### src/rtl/dqn_replay_sampler.sv
// Mini-batch sampler for the DQN replay memory: draws LFSR-indexed
// transitions one read at a time and streams them to the trainer.
module dqn_replay_sampler #(
    parameter int          DATA_WIDTH   = 32,
    parameter int          ACTION_WIDTH = 2,
    parameter int          ADDR_WIDTH   = 14,
    parameter int          BATCH_SIZE   = 4,
    parameter logic [15:0] SEED         = 16'hACE1
) (
    input  logic                    clk,
    input  logic                    rst,
    input  logic                    i_start,
    input  logic                    i_ready_for_train,
    input  logic [ADDR_WIDTH-1:0]   i_fill_count,
    output logic                    o_rd_en,
    output logic [ADDR_WIDTH-1:0]   o_rd_addr,
    input  logic                    i_rd_valid,
    input  logic [DATA_WIDTH-1:0]   i_rd_current_state_0,
    input  logic [DATA_WIDTH-1:0]   i_rd_current_state_1,
    input  logic [DATA_WIDTH-1:0]   i_rd_reward,
    input  logic [DATA_WIDTH-1:0]   i_rd_next_state_0,
    input  logic [DATA_WIDTH-1:0]   i_rd_next_state_1,
    input  logic [ACTION_WIDTH-1:0] i_rd_action,
    input  logic                    i_rd_done,
    output logic                    o_valid,
    input  logic                    i_ready,
    output logic [DATA_WIDTH-1:0]   o_current_state_0,
    output logic [DATA_WIDTH-1:0]   o_current_state_1,
    output logic [DATA_WIDTH-1:0]   o_reward,
    output logic [DATA_WIDTH-1:0]   o_next_state_0,
    output logic [DATA_WIDTH-1:0]   o_next_state_1,
    output logic [ACTION_WIDTH-1:0] o_action,
    output logic                    o_done,
    output logic                    o_last,
    output logic                    o_busy,
    output logic                    o_batch_done
);

    typedef enum logic [2:0] {
        S_IDLE,
        S_REQ,
        S_WAIT,
        S_OUT,
        S_DONE
    } state_t;

    localparam int CW = (BATCH_SIZE > 1) ? $clog2(BATCH_SIZE) : 1;
    localparam logic [CW-1:0] LAST_IDX = CW'(BATCH_SIZE - 1);
    localparam int SW = 5 * DATA_WIDTH + ACTION_WIDTH + 1;
    localparam int PW = ADDR_WIDTH + 16;

    state_t              state_q, state_d;
    logic [15:0]         lfsr_q, lfsr_d;
    logic [ADDR_WIDTH-1:0] fill_q, fill_d;
    logic [CW-1:0]       cnt_q, cnt_d;
    logic                last_q, last_d;
    logic [SW-1:0]       smp_q, smp_d;

    logic [PW-1:0] prod;
    logic [15:0]   lfsr_next;
    logic          unused_lo;

    // Scaling the 16-bit LFSR by fill keeps the index strictly below fill.
    assign prod      = {{ADDR_WIDTH{1'b0}}, lfsr_q} * {16'h0000, fill_q};
    assign unused_lo = ^prod[15:0];
    assign lfsr_next = lfsr_q[0] ? ((lfsr_q >> 1) ^ 16'hB400) : (lfsr_q >> 1);

    assign {o_current_state_0, o_current_state_1, o_reward,
            o_next_state_0, o_next_state_1, o_action, o_done} = smp_q;
    assign o_last = last_q;

    always_ff @(posedge clk) begin
        if (rst) begin
            state_q <= S_IDLE;
            lfsr_q  <= SEED;
            fill_q  <= '0;
            cnt_q   <= '0;
            last_q  <= 1'b0;
            smp_q   <= '0;
        end else begin
            state_q <= state_d;
            lfsr_q  <= lfsr_d;
            fill_q  <= fill_d;
            cnt_q   <= cnt_d;
            last_q  <= last_d;
            smp_q   <= smp_d;
        end
    end

    always_comb begin
        state_d      = state_q;
        lfsr_d       = lfsr_q;
        fill_d       = fill_q;
        cnt_d        = cnt_q;
        last_d       = last_q;
        smp_d        = smp_q;
        o_rd_en      = 1'b0;
        o_rd_addr    = '0;
        o_valid      = 1'b0;
        o_batch_done = 1'b0;
        o_busy       = (state_q != S_IDLE);
        unique case (state_q)
            S_IDLE: begin
                if (i_start && i_ready_for_train && (i_fill_count != '0)) begin
                    fill_d  = i_fill_count;
                    cnt_d   = '0;
                    state_d = S_REQ;
                end
            end
            S_REQ: begin
                o_rd_en   = 1'b1;
                o_rd_addr = prod[PW-1:16];
                lfsr_d    = lfsr_next;
                state_d   = S_WAIT;
            end
            S_WAIT: begin
                if (i_rd_valid) begin
                    smp_d = {i_rd_current_state_0, i_rd_current_state_1,
                             i_rd_reward, i_rd_next_state_0,
                             i_rd_next_state_1, i_rd_action, i_rd_done};
                    last_d  = (cnt_q == LAST_IDX);
                    state_d = S_OUT;
                end
            end
            S_OUT: begin
                o_valid = 1'b1;
                if (i_ready) begin
                    cnt_d   = cnt_q + CW'(1);
                    state_d = last_q ? S_DONE : S_REQ;
                end
            end
            S_DONE: begin
                o_batch_done = 1'b1;
                last_d       = 1'b0;
                state_d      = S_IDLE;
            end
            default: state_d = S_IDLE;
        endcase
    end

endmodule

### config.mk
export PLATFORM = sky130hd
export DESIGN_NAME = dqn_replay_sampler
export DESIGN_NICKNAME = d
export VERILOG_FILES = /design/src/rtl/dqn_replay_sampler.sv
export SDC_FILE = /design/constraint.sdc
export NUM_CORES = 1
export LEC_CHECK = 0
export ABC_CLOCK_PERIOD_IN_PS = 8550
export CORE_ASPECT_RATIO = 0.6
export CORE_UTILIZATION = 40
export CTS_CLUSTER_SIZE = 40
export DETAILED_ROUTE_END_ITERATION = 10
export PLACE_DENSITY = 0.74
export SETUP_SLACK_MARGIN = 0.4
export SLEW_MARGIN = 30
export SYNTH_ARGS = -nofsm -noshare
export SYNTH_HDL_FRONTEND = slang
export SYNTH_SLANG_ARGS = --single-unit
### constraint.sdc
create_clock -name clk -period 8.55 [get_ports clk]
set_input_delay 0.855 -clock clk [delete_from_list [all_inputs] [get_ports clk]]
set_output_delay 0.855 -clock clk [all_outputs]
set_load 0.05 [all_outputs]
# After elaboration in Yosys (flattened, before gate mapping)

Cells that the tools add are included.

Flip-flop bits (word level): 199

Add/sub/neg operators: 1
$mul: 1
Eq/ne operators: 8
Multiplexer cells: 15
Bitwise logic cells: 1
Reductions and logical operators: 12

Operator list:

| cell                                                | count |
|---|---|
| multiplier 16 x 14 -> 30 bit                        | 1 |
| two-way mux 16 bit                                  | 1 |
| two-way mux 14 bit                                  | 1 |
| nonzero test 14 bit                                 | 1 |
| two-way mux 3 bit                                   | 4 |
| one-hot mux 3 bit (4 select lines)                  | 1 |
| equality test 3 x 2 -> 1 bit, second input constant | 2 |
| inequality test 2 bit, second input constant        | 3 |
| AND reduction 2 bit                                 | 3 |
| AND reduction 3 bit                                 | 2 |
| two-way mux 1 bit                                   | 4 |
| two-way mux 2 bit                                   | 2 |
| inverter 3 -> 4 bit                                 | 1 |
| one-hot mux 2 bit (2 select lines)                  | 1 |
| nonzero test 2 bit                                  | 2 |
| equality test 3 x 1 -> 1 bit, second input constant | 1 |
| equality test 3 bit, second input constant          | 1 |
| logical NOT 3 bit                                   | 1 |
| nonzero test 3 bit                                  | 1 |
| adder 2 x 1 -> 2 bit, second input constant         | 1 |
| equality test 2 bit, second input constant          | 1 |
| logical AND 1 bit                                   | 2 |
| one-hot mux 1 bit (2 select lines)                  | 1 |

# Depth between registers and ports, before layout

Gate-level depths: netlist of the first run.

Word-level depth: 4
Mapped depth: 23
Depth with buffers taken out: 22

# Worst setup path after synthesis of the first run

OpenSTA, ideal clock, no wires.

Kind: reg2out
Start point: reg fill_q[2]
End point: out o_rd_addr[9]
Data arrival time: 6.365 ns
Path slack: 1.330 ns
Stages on the path, launching flop included: 22
Path buffers: 1
Cell sequence: dfxtp_1 -> clkbuf_1 -> and2_1 -> fa_1 -> inv_1 -> fa_1 -> inv_1 -> fa_1 -> inv_1 -> fa_1 -> inv_1 -> fa_1 -> inv_1 -> fa_1 -> inv_1 -> ha_1 -> a21oi_1 -> o22ai_1 -> a2111oi_1 -> nor3b_2 -> a31o_1 -> a211oi_1

Cells in the longest elaborated chain, start to end: 2

Ends and longest elaborated chain:

| element                      | line | text |
|---|---|---|
| start: declaration           | 54   | `logic [ADDR_WIDTH-1:0] fill_q, fill_d;` |
| start signal: assignment     | 83   | `fill_q <= fill_d;` |
| multiplier 16 x 14 -> 30 bit | 64   | `assign prod = {{ADDR_WIDTH{1'b0}}, lfsr_q} * {16'h0000, fill_q};` |
| two-way mux 14 bit           | 102  | `unique case (state_q)` |
| end: declaration             | 16   | `output logic [ADDR_WIDTH-1:0] o_rd_addr,` |

No other way between the ends.

# Final worst setup path of the first run

Start point: reg fill_q[2]
End point: out o_rd_addr[11]

Same word-level chain as after synthesis.

==> flow_metrics.py, run 1 <==
metrics = {
    "status": {
        "status": "complete, no violations",
    },
    "clock_network": {
        "cts.clk_slew.worst_paths_ns": 0.08,
        "clk-insertion-delay-late_ns": 0.45,
        "cts_made_buffers": 17,
        "tritoncts": "built",
        "cts_sinks": 199,
        "cts_root_buffer": "clkbuf_16",
        "htree_num_levels": 4,
        "cts_buffer_depth": 2,
        "hold_buffers": 0,
    },
    "yosys": {
        "synth_seq_cells": 199,
        "synth_top_family_by_area": "adder cells",
        "syn_area_um2": 14100,
        "yosysTopAreaCell": "dfxtp_1",
        "synth_top_area_share_pct": 28.4,
        "synth-edff-count": 0,
        "synth_nets": 2130,
        "synth-compound-area-share_pct": 9.51,
        "synth_xor_area_share_pct": 1.06,
        "synthTopCellsByArea": "dfxtp_1 (28%), fa_1 (23%), nand2_1 (13%), ha_1 (8.3%), a21oi_1 (6.9%)",
        "post-synth-top-count-cell": "nand2_1",
        "syn_avg_cell_area_um2": 8.31,
        "synthSimpleGateAreaFrac_pct": 20.5,
        "netlist_top_cells_count": "nand2_1 (484), dfxtp_1 (199), a21oi_1 (195), inv_1 (193), fa_1 (164)",
        "ys.flop_type": "dfxtp_1",
        "yosys-mux-area-fraction_pct": 1.07,
        "synth.distinct_cells": 49,
        "synth-async-reset-ratio_pct": 0,
        "synth-warning-count": 0,
        "postSynthCellCount": 1690,
        "synthAdderAreaFrac_pct": 31.6,
        "seq_area_frac_synth_pct": 28.4,
    },
    "sta": {
        "timing.hold.ws_ns": 0.454,
        "period_needed_ns": 7.79,
        "fin_setup_tns_ns": 0,
        "fin_worst_skew_ns": 0.0203,
        "fin_crit_sh_pct": 91.1,
        "drv_slew": 0,
        "fmax_mhz": 128,
        "hold_violations": 0,
        "tightest_slew_ns": 0.989,
        "rsz0062_at_grt": "true",
        "setup_viol": 0,
        "maxSlewHeadroom_pct": 34.0,
    },
    "layout": {
        "antenna_cells": 0,
        "drive_gt1_share_pct": 3.19,
        "fin_cells": 2464,
        "nNetsFinal": 2432,
        "fillers": 3096,
        "syn_to_final_growth_pct": 33.0,
    },
    "routing": {
        "vias": 12300,
        "drtPass1Iterations": 5,
        "drt_iter0_drc": 719,
        "wl_um": 43100,
        "wl_per_cell_um": 17.5,
        "drc": 0,
        "vias_per_cell": 4.99,
        "final_antenna_net_count": 0,
    },
    "grt": {
        "first_global_vias": 12200,
        "grt.overflow.total": 0,
        "grt_use_total_pct": 24.1,
        "grt_pass1_wl_um": 67600,
        "grt_antenna_before_repair": 0,
        "grt_max_degree": 120,
    },
    "setup_path": {
        "crit_type": "flop to output pin",
        "crit_chain": "and2_1 -> fa_1 -> inv_1 -> fa_1 -> inv_1 -> fa_1 -> inv_1 -> fa_1 -> inv_1 -> fa_1 -> inv_1 -> fa_1 -> inv_1 -> ha_1 -> nand4_1 -> nor3b_1 -> a2111oi_1 -> nor3b_2 -> a21oi_1 -> o41ai_1 -> xnor2_1 -> nor2_1 -> clkbuf_2",
        "critPathCaptureType": "output pin",
        "reg2reg_slack_ns": 5.52,
        "crit_arrival_ns": 6.94,
        "worstSetupStartpointType": "flop",
        "critPathBufInv": 7,
        "reg2reg_from": "state_q[1]$_SDFFE_PP0P_",
        "required_ns": 7.70,
        "worstPathMaxFanout": 17,
        "path_delay_family": "adder cells",
        "r2r.worst_path.cells": 6,
        "r2r-end": "o_last$_SDFFE_PP0P_",
        "max_stage_delay_ns": 0.55,
        "cp_slowest_cell": "fa_1",
    },
    "die": {
        "ios": 365,
        "fp.coreArea_um2": 34200,
        "fp.dieH_um": 147,
        "dieArea_um2": 35900,
        "fp.dieW_um": 244,
        "initial_utilization_pct": 41.1,
        "core.rowCount": 52,
    },
    "place": {
        "port_buffers": 364,
        "dp_cells": 2430,
        "hpwl_um": 33300,
        "place_congestion": 0.901,
    },
    "power_and_ir_drop": {
        "ir_drop_mv": 0.185,
        "fin_total_pwr_mw": 3.03,
        "p_per_area_nw_per_um2": 162,
        "p_leak_nw": 8.16,
    },
    "hold_path": {
        "hold_path_class": "flop to flop",
        "hold-path-cell-count": 2,
        "min_to": "smp_q[71]$_SDFFE_PP0P_",
        "hp-start": "smp_q[71]$_SDFFE_PP0P_",
    },
    "job": {
        "max_cap_viol_count": 0,
    },
}
area by class of cell:
class,instances,area (um2),area share [%]
clock buffers,17,425,2.28
multi-input cells,1199,8980,48.0
inverters,193,724,3.88
well taps,459,574,3.07
repair buffers,382,3790,20.3
flip-flops and latches,199,3990,21.3
clock inverters,15,211,1.13
report_power, final:
part	internal (mW)	switching (mW)	total, mW
clock network	0.432	0.439	0.871
registers	0.984	0.0895	1.07
logic	0.427	0.660	1.09
routing by layer:
| layer | track usage (%) | part of all wire [%] | vias up |
|---|---|---|---|
| met5 | 0 | 0 | - |
| li1 | - | - | 5854 |
| met4 | 7.12 | 2.7 | 0 |
| met2 | 38.3 | 47 | 417 |
| met3 | 5.81 | 6.9 | 65 |
| met1 | 32.5 | 43 | 5961 |
how the worst max path moves through the flow:
stage / start / endpoint / slack [ns] / cells after the start
after floorplan: fill_q[2]$_SDFFE_PP0P_ / o_rd_addr[9] / 1.33 / 21
after global placement: fill_q[2]$_SDFFE_PP0P_ / o_rd_addr[13] / 0.83 / 23
after detailed placement: fill_q[2]$_SDFFE_PP0P_ / o_rd_addr[13] / 0.74 / 23
after CTS: fill_q[2]$_SDFFE_PP0P_ / o_rd_addr[4] / 0.40 / 22
after global routing: fill_q[2]$_SDFFE_PP0P_ / o_rd_addr[7] / 0.40 / 23
final: fill_q[2]$_SDFFE_PP0P_ / o_rd_addr[11] / 0.76 / 23
cell usage in the layout (no fill, tap or decap), types with 3 or more instances in the layout:
master           Yosys  routed
a211oi_1             5       5
a21o_1              12      12
a21oi_1            195     195
a31oi_1              4       4
and2_1             104     103
and3_1               4       4
buf_4                0      18
clkbuf_16            0      17
clkdlybuf4s50_1      0     351
clkinv_8             0       4
dfxtp_1            199     198
dlymetal6s2s_1       0       9
fa_1               164     164
ha_1                93      93
inv_1              193     193
inv_12               0       3
inv_8                0       3
mux2i_1             15      15
nand2_1            484     483
nand3_1              7       7
nand3b_1             7       7
nor2_1              35      35
nor2b_1              4       4
nor3_1               5       5
nor4_1               3       3
o211ai_1             3       3
o21ai_0              5       5
o21ai_1              5       5
xnor2_1             12      12
xor2_1               5       5
per-stage QoR:
step                area (um2)  utilization [%]  setup slack, ns
floorplan                14100                -             1.33
global placement         18000             52.8            0.829
detailed placement       18000             52.8            0.738
CTS                      18700             54.6            0.401
global route             18700             54.7            0.398
finish                   18700             54.7            0.759
repair_timing:
item                       4_1_cts  5_1_grt
resized for setup                3       14
setup endpoints to repair        3       13
pin swaps                        0        1
buffers inserted                 0        2
state kept, by name (all words and copies together), names as in the netlist:
| signal | count |
|---|---|
| o_last | 1 |
| fill_q | 14 |
| state_q | 3 |
| smp_q | 163 |
| cnt_q | 2 |
| lfsr_q | 16 |
cell families after synthesis:
kind of cell	after synthesis
DFF	199
and+or+nand+nor	666
xor gates and xnor gates	17
muxes	15
AOI/OAI and AO/OA	244
adders and majority gates	257
buffers and inverters	292
tightest hold or removal path: cells and delay by family (launching register included):
family | cells | cell delay (ns)
AND/OR/NAND/NOR | 1 | 0.05
flip-flops | 1 | 0.31
AO/OA/AOI/OAI | 1 | 0.05
(Power assumes the default switching activity.)
==> inputs of run 2 (changes only) <==
--- a/config.mk
+++ b/config.mk
@@ -10,6 +10,7 @@
 export CORE_UTILIZATION = 40
 export CTS_CLUSTER_SIZE = 40
 export DETAILED_ROUTE_END_ITERATION = 10
+export GPL_TIMING_DRIVEN = 0
 export PLACE_DENSITY = 0.74
 export SETUP_SLACK_MARGIN = 0.4
 export SLEW_MARGIN = 30
==> run 2 against run 1 <==
Hold slack better by 0.0013 ns. Critical path depth is 2 lower. Worst setup slack worse by 0.14 ns. Sequential share of layout area is 0.28 points lower. Clock power is 0.7% higher. First-iteration DRC count is 38% higher. Via count is 4.7% higher. Core utilization is 0.71 points higher. Fmax is 1.7% lower. Global-route usage is 2.9 points higher. Count of clock-buffer cells in the layout stayed put. Sequential power hardly changed. Largest cell class unchanged.
==> flow_metrics.py, run 2 (synthesis gave the netlist of run 1 again) <==
metrics = {
    "layout": {
        "syn_to_final_growth_pct": 34.7,
        "largest_reg_flops": 163,
        "multi_input_area_um2": 8980,
        "reg_top3": "smp_q: 163 flops, lfsr_q: 16 flops, fill_q: 14 flops",
        "nNetsFinal": 2514,
        "fillers": 3102,
        "regMostFlops": "smp_q",
        "mostFrequentLayoutCell": "nand2_1",
        "antenna_cells": 0,
        "register_area_um2": 3980,
        "drive_gt1_share_pct": 3.79,
        "layout_common_cells": "nand2_1 (484), clkdlybuf4s50_1 (351), dfxtp_1 (199)",
        "postLayoutCoreUtil_pct": 55.4,
    },
    "grt": {
        "grt_use_total_pct": 27.0,
        "grt_pass1_wl_um": 73400,
        "grt-busiest-layer": "met2",
        "gr-usage-met3_pct": 8.93,
        "grt_use_met1_pct": 37.8,
        "gr-usage-met2_pct": 40.1,
        "grt.overflow.total": 0,
        "grt_max_degree": 23,
        "first_global_vias": 12600,
        "grt_antenna_before_repair": 1,
    },
    "power_and_ir_drop": {
        "clkPwrFrac_pct": 28.5,
        "p_sw_mw": 1.23,
        "p_leak_nw": 8.17,
        "p_per_area_nw_per_um2": 163,
        "switching_share_pct": 40.0,
        "ir_drop_mv": 0.156,
        "p_int_mw": 1.85,
        "power.sequential.fraction_pct": 34.0,
        "pwr-share-comb_pct": 37.5,
    },
    "routing": {
        "vias": 12900,
        "drc": 0,
        "wl_um": 48700,
        "final_antenna_net_count": 0,
        "vias_per_cell": 5.06,
        "drtPass1Iterations": 7,
        "wl_per_cell_um": 19.1,
        "drt_iter0_drc": 989,
    },
    "setup_path": {
        "required_ns": 7.70,
        "r2r.worst_path.cells": 7,
        "endpoint": "o_rd_addr[8]",
        "path_delay_family": "adder cells",
        "reg2reg_from": "state_q[0]$_SDFFE_PP0P_",
        "crit_arrival_ns": 7.07,
        "cp_num_cells": 21,
        "critPathBufInv": 6,
        "crit_start": "fill_q[11]$_SDFFE_PP0P_",
        "r2r-end": "smp_q[88]$_SDFFE_PP0P_",
        "cp_slowest_cell": "dfxtp_1",
        "max_stage_delay_ns": 0.66,
        "worstSetupStartpointType": "flop",
        "crit_chain": "clkbuf_1 -> nand2_1 -> fa_1 -> fa_1 -> inv_1 -> fa_1 -> fa_1 -> fa_1 -> inv_1 -> fa_1 -> inv_1 -> ha_1 -> a21oi_1 -> nor2b_1 -> o21ai_0 -> o211ai_1 -> buf_4 -> a31oi_1 -> xor2_1 -> nor2_1 -> clkdlybuf4s15_1",
        "worstPathMaxFanout": 10,
        "critPathCaptureType": "output pin",
        "reg2reg_slack_ns": 6.07,
        "crit_type": "flop to output pin",
        "cp_common_cell": "fa_1",
    },
    "place": {
        "port_buffers": 363,
        "place_congestion": 0.960,
        "hpwl_um": 40300,
    },
    "die": {
        "fp.coreArea_um2": 34200,
        "ios": 365,
        "dieArea_um2": 35900,
        "fp.dieH_um": 147,
        "fp.dieW_um": 244,
        "initial_utilization_pct": 41.1,
        "core.rowCount": 52,
    },
    "hold_path": {
        "hold_path_class": "flop to flop",
    },
    "clock_network": {
        "cts.clk_slew.worst_paths_ns": 0.09,
        "tritoncts": "built",
        "htree_num_levels": 4,
        "cts_root_buffer": "clkbuf_16",
        "cts_buffer_depth": 2,
        "cts_sinks": 199,
        "cts_made_buffers": 17,
        "hold_buffers": 0,
        "clk-insertion-delay-late_ns": 0.45,
    },
    "sta": {
        "fin_setup_tns_ns": 0,
        "maxSlewHeadroom_pct": 45.6,
        "period_needed_ns": 7.93,
        "setup_viol": 0,
        "tightest_slew_ns": 0.815,
        "rsz0062_at_grt": "true",
        "fin_crit_sh_pct": 92.7,
        "drv_slew": 0,
        "fmax_mhz": 126,
        "hold_violations": 0,
        "fin_worst_skew_ns": 0.0170,
    },
    "job": {
        "max_cap_viol_count": 0,
    },
    "status": {
        "status": "complete, no violations",
    },
}
[run 2: metal layers]
metal	wire (um)	share of wire, %
met1	21600	44
met4	916	1.9
met2	21300	44
met5	0	0
met3	4880	10
[run 2: how the worst min path moves through the flow]
| stage | from | end | cells past startpoint |
|---|---|---|---|
| 4_1_cts | smp_q[56]$_SDFFE_PP0P_ | smp_q[56]$_SDFFE_PP0P_ | 2 |
| 6_report | smp_q[72]$_SDFFE_PP0P_ | smp_q[72]$_SDFFE_PP0P_ | 2 |
| 3_3_place_gp | smp_q[13]$_SDFFE_PP0P_ | smp_q[13]$_SDFFE_PP0P_ | 2 |
| 3_5_place_dp | smp_q[56]$_SDFFE_PP0P_ | smp_q[56]$_SDFFE_PP0P_ | 2 |
| 2_1_floorplan | cnt_q[1]$_SDFFE_PP0P_ | cnt_q[1]$_SDFFE_PP0P_ | 2 |
| 5_1_grt | smp_q[86]$_SDFFE_PP0P_ | smp_q[86]$_SDFFE_PP0P_ | 2 |
[run 2: area by class of cell]
cell class	instances	share of cell area [%]
Clock inverter	15	1.14
Inverter	193	3.83
Multi-Input combinational cell	1199	47.4
Tap cell	459	3.03
Buffer	99	2.14
Clock buffer	17	2.25
Sequential cell	199	21.0
Timing Repair Buffer	365	19.1
[run 2: per-stage QoR]
| step | instance area (um2) | setup slack [ns] | cells | power, mW | hold slack, ns |
|---|---|---|---|---|---|
| final | 18900 | 0.622 | 2546 | 3.08 | 0.455 |
| after global routing | 18900 | 0.377 | 2546 | 3.25 | 0.475 |
| after CTS | 18900 | 0.273 | 2546 | 3.08 | 0.457 |
| after detailed placement | 18300 | 0.223 | 2512 | 2.20 | 0.446 |
| after global placement | 18300 | 0.381 | 2512 | 2.17 | 0.440 |
| after floorplan | 14100 | 1.33 | 1690 | 1.79 | 0.458 |
[run 2: repair_timing]
action / in CTS / in global routing
pin swaps: 1 / 0
gates cloned: 0 / 0
setup endpoints to repair: 14 / 14
gates resized for setup: 21 / 54
buffers inserted: 2 / 0
[run 2: power groups by stage]
stage	Sequential, mW	Combinational, mW	Clock [mW]
6_report	1.05	1.16	0.877
5_1_grt	1.05	1.27	0.928
4_1_cts	1.04	1.14	0.891
3_5_place_dp	1.07	1.14	0
3_3_place_gp	1.06	1.11	0
2_1_floorplan	1.18	0.610	0
[run 2: worst register-to-register path: stages (launching register included)]
cell and delay (ns):
dfxtp_1 0.31, clkbuf_1 0.27, nor3_1 0.10, nand2_1 0.42
clkbuf_1 0.53, clkbuf_1 0.49, nand2_1 0.11, a21oi_1 0.18
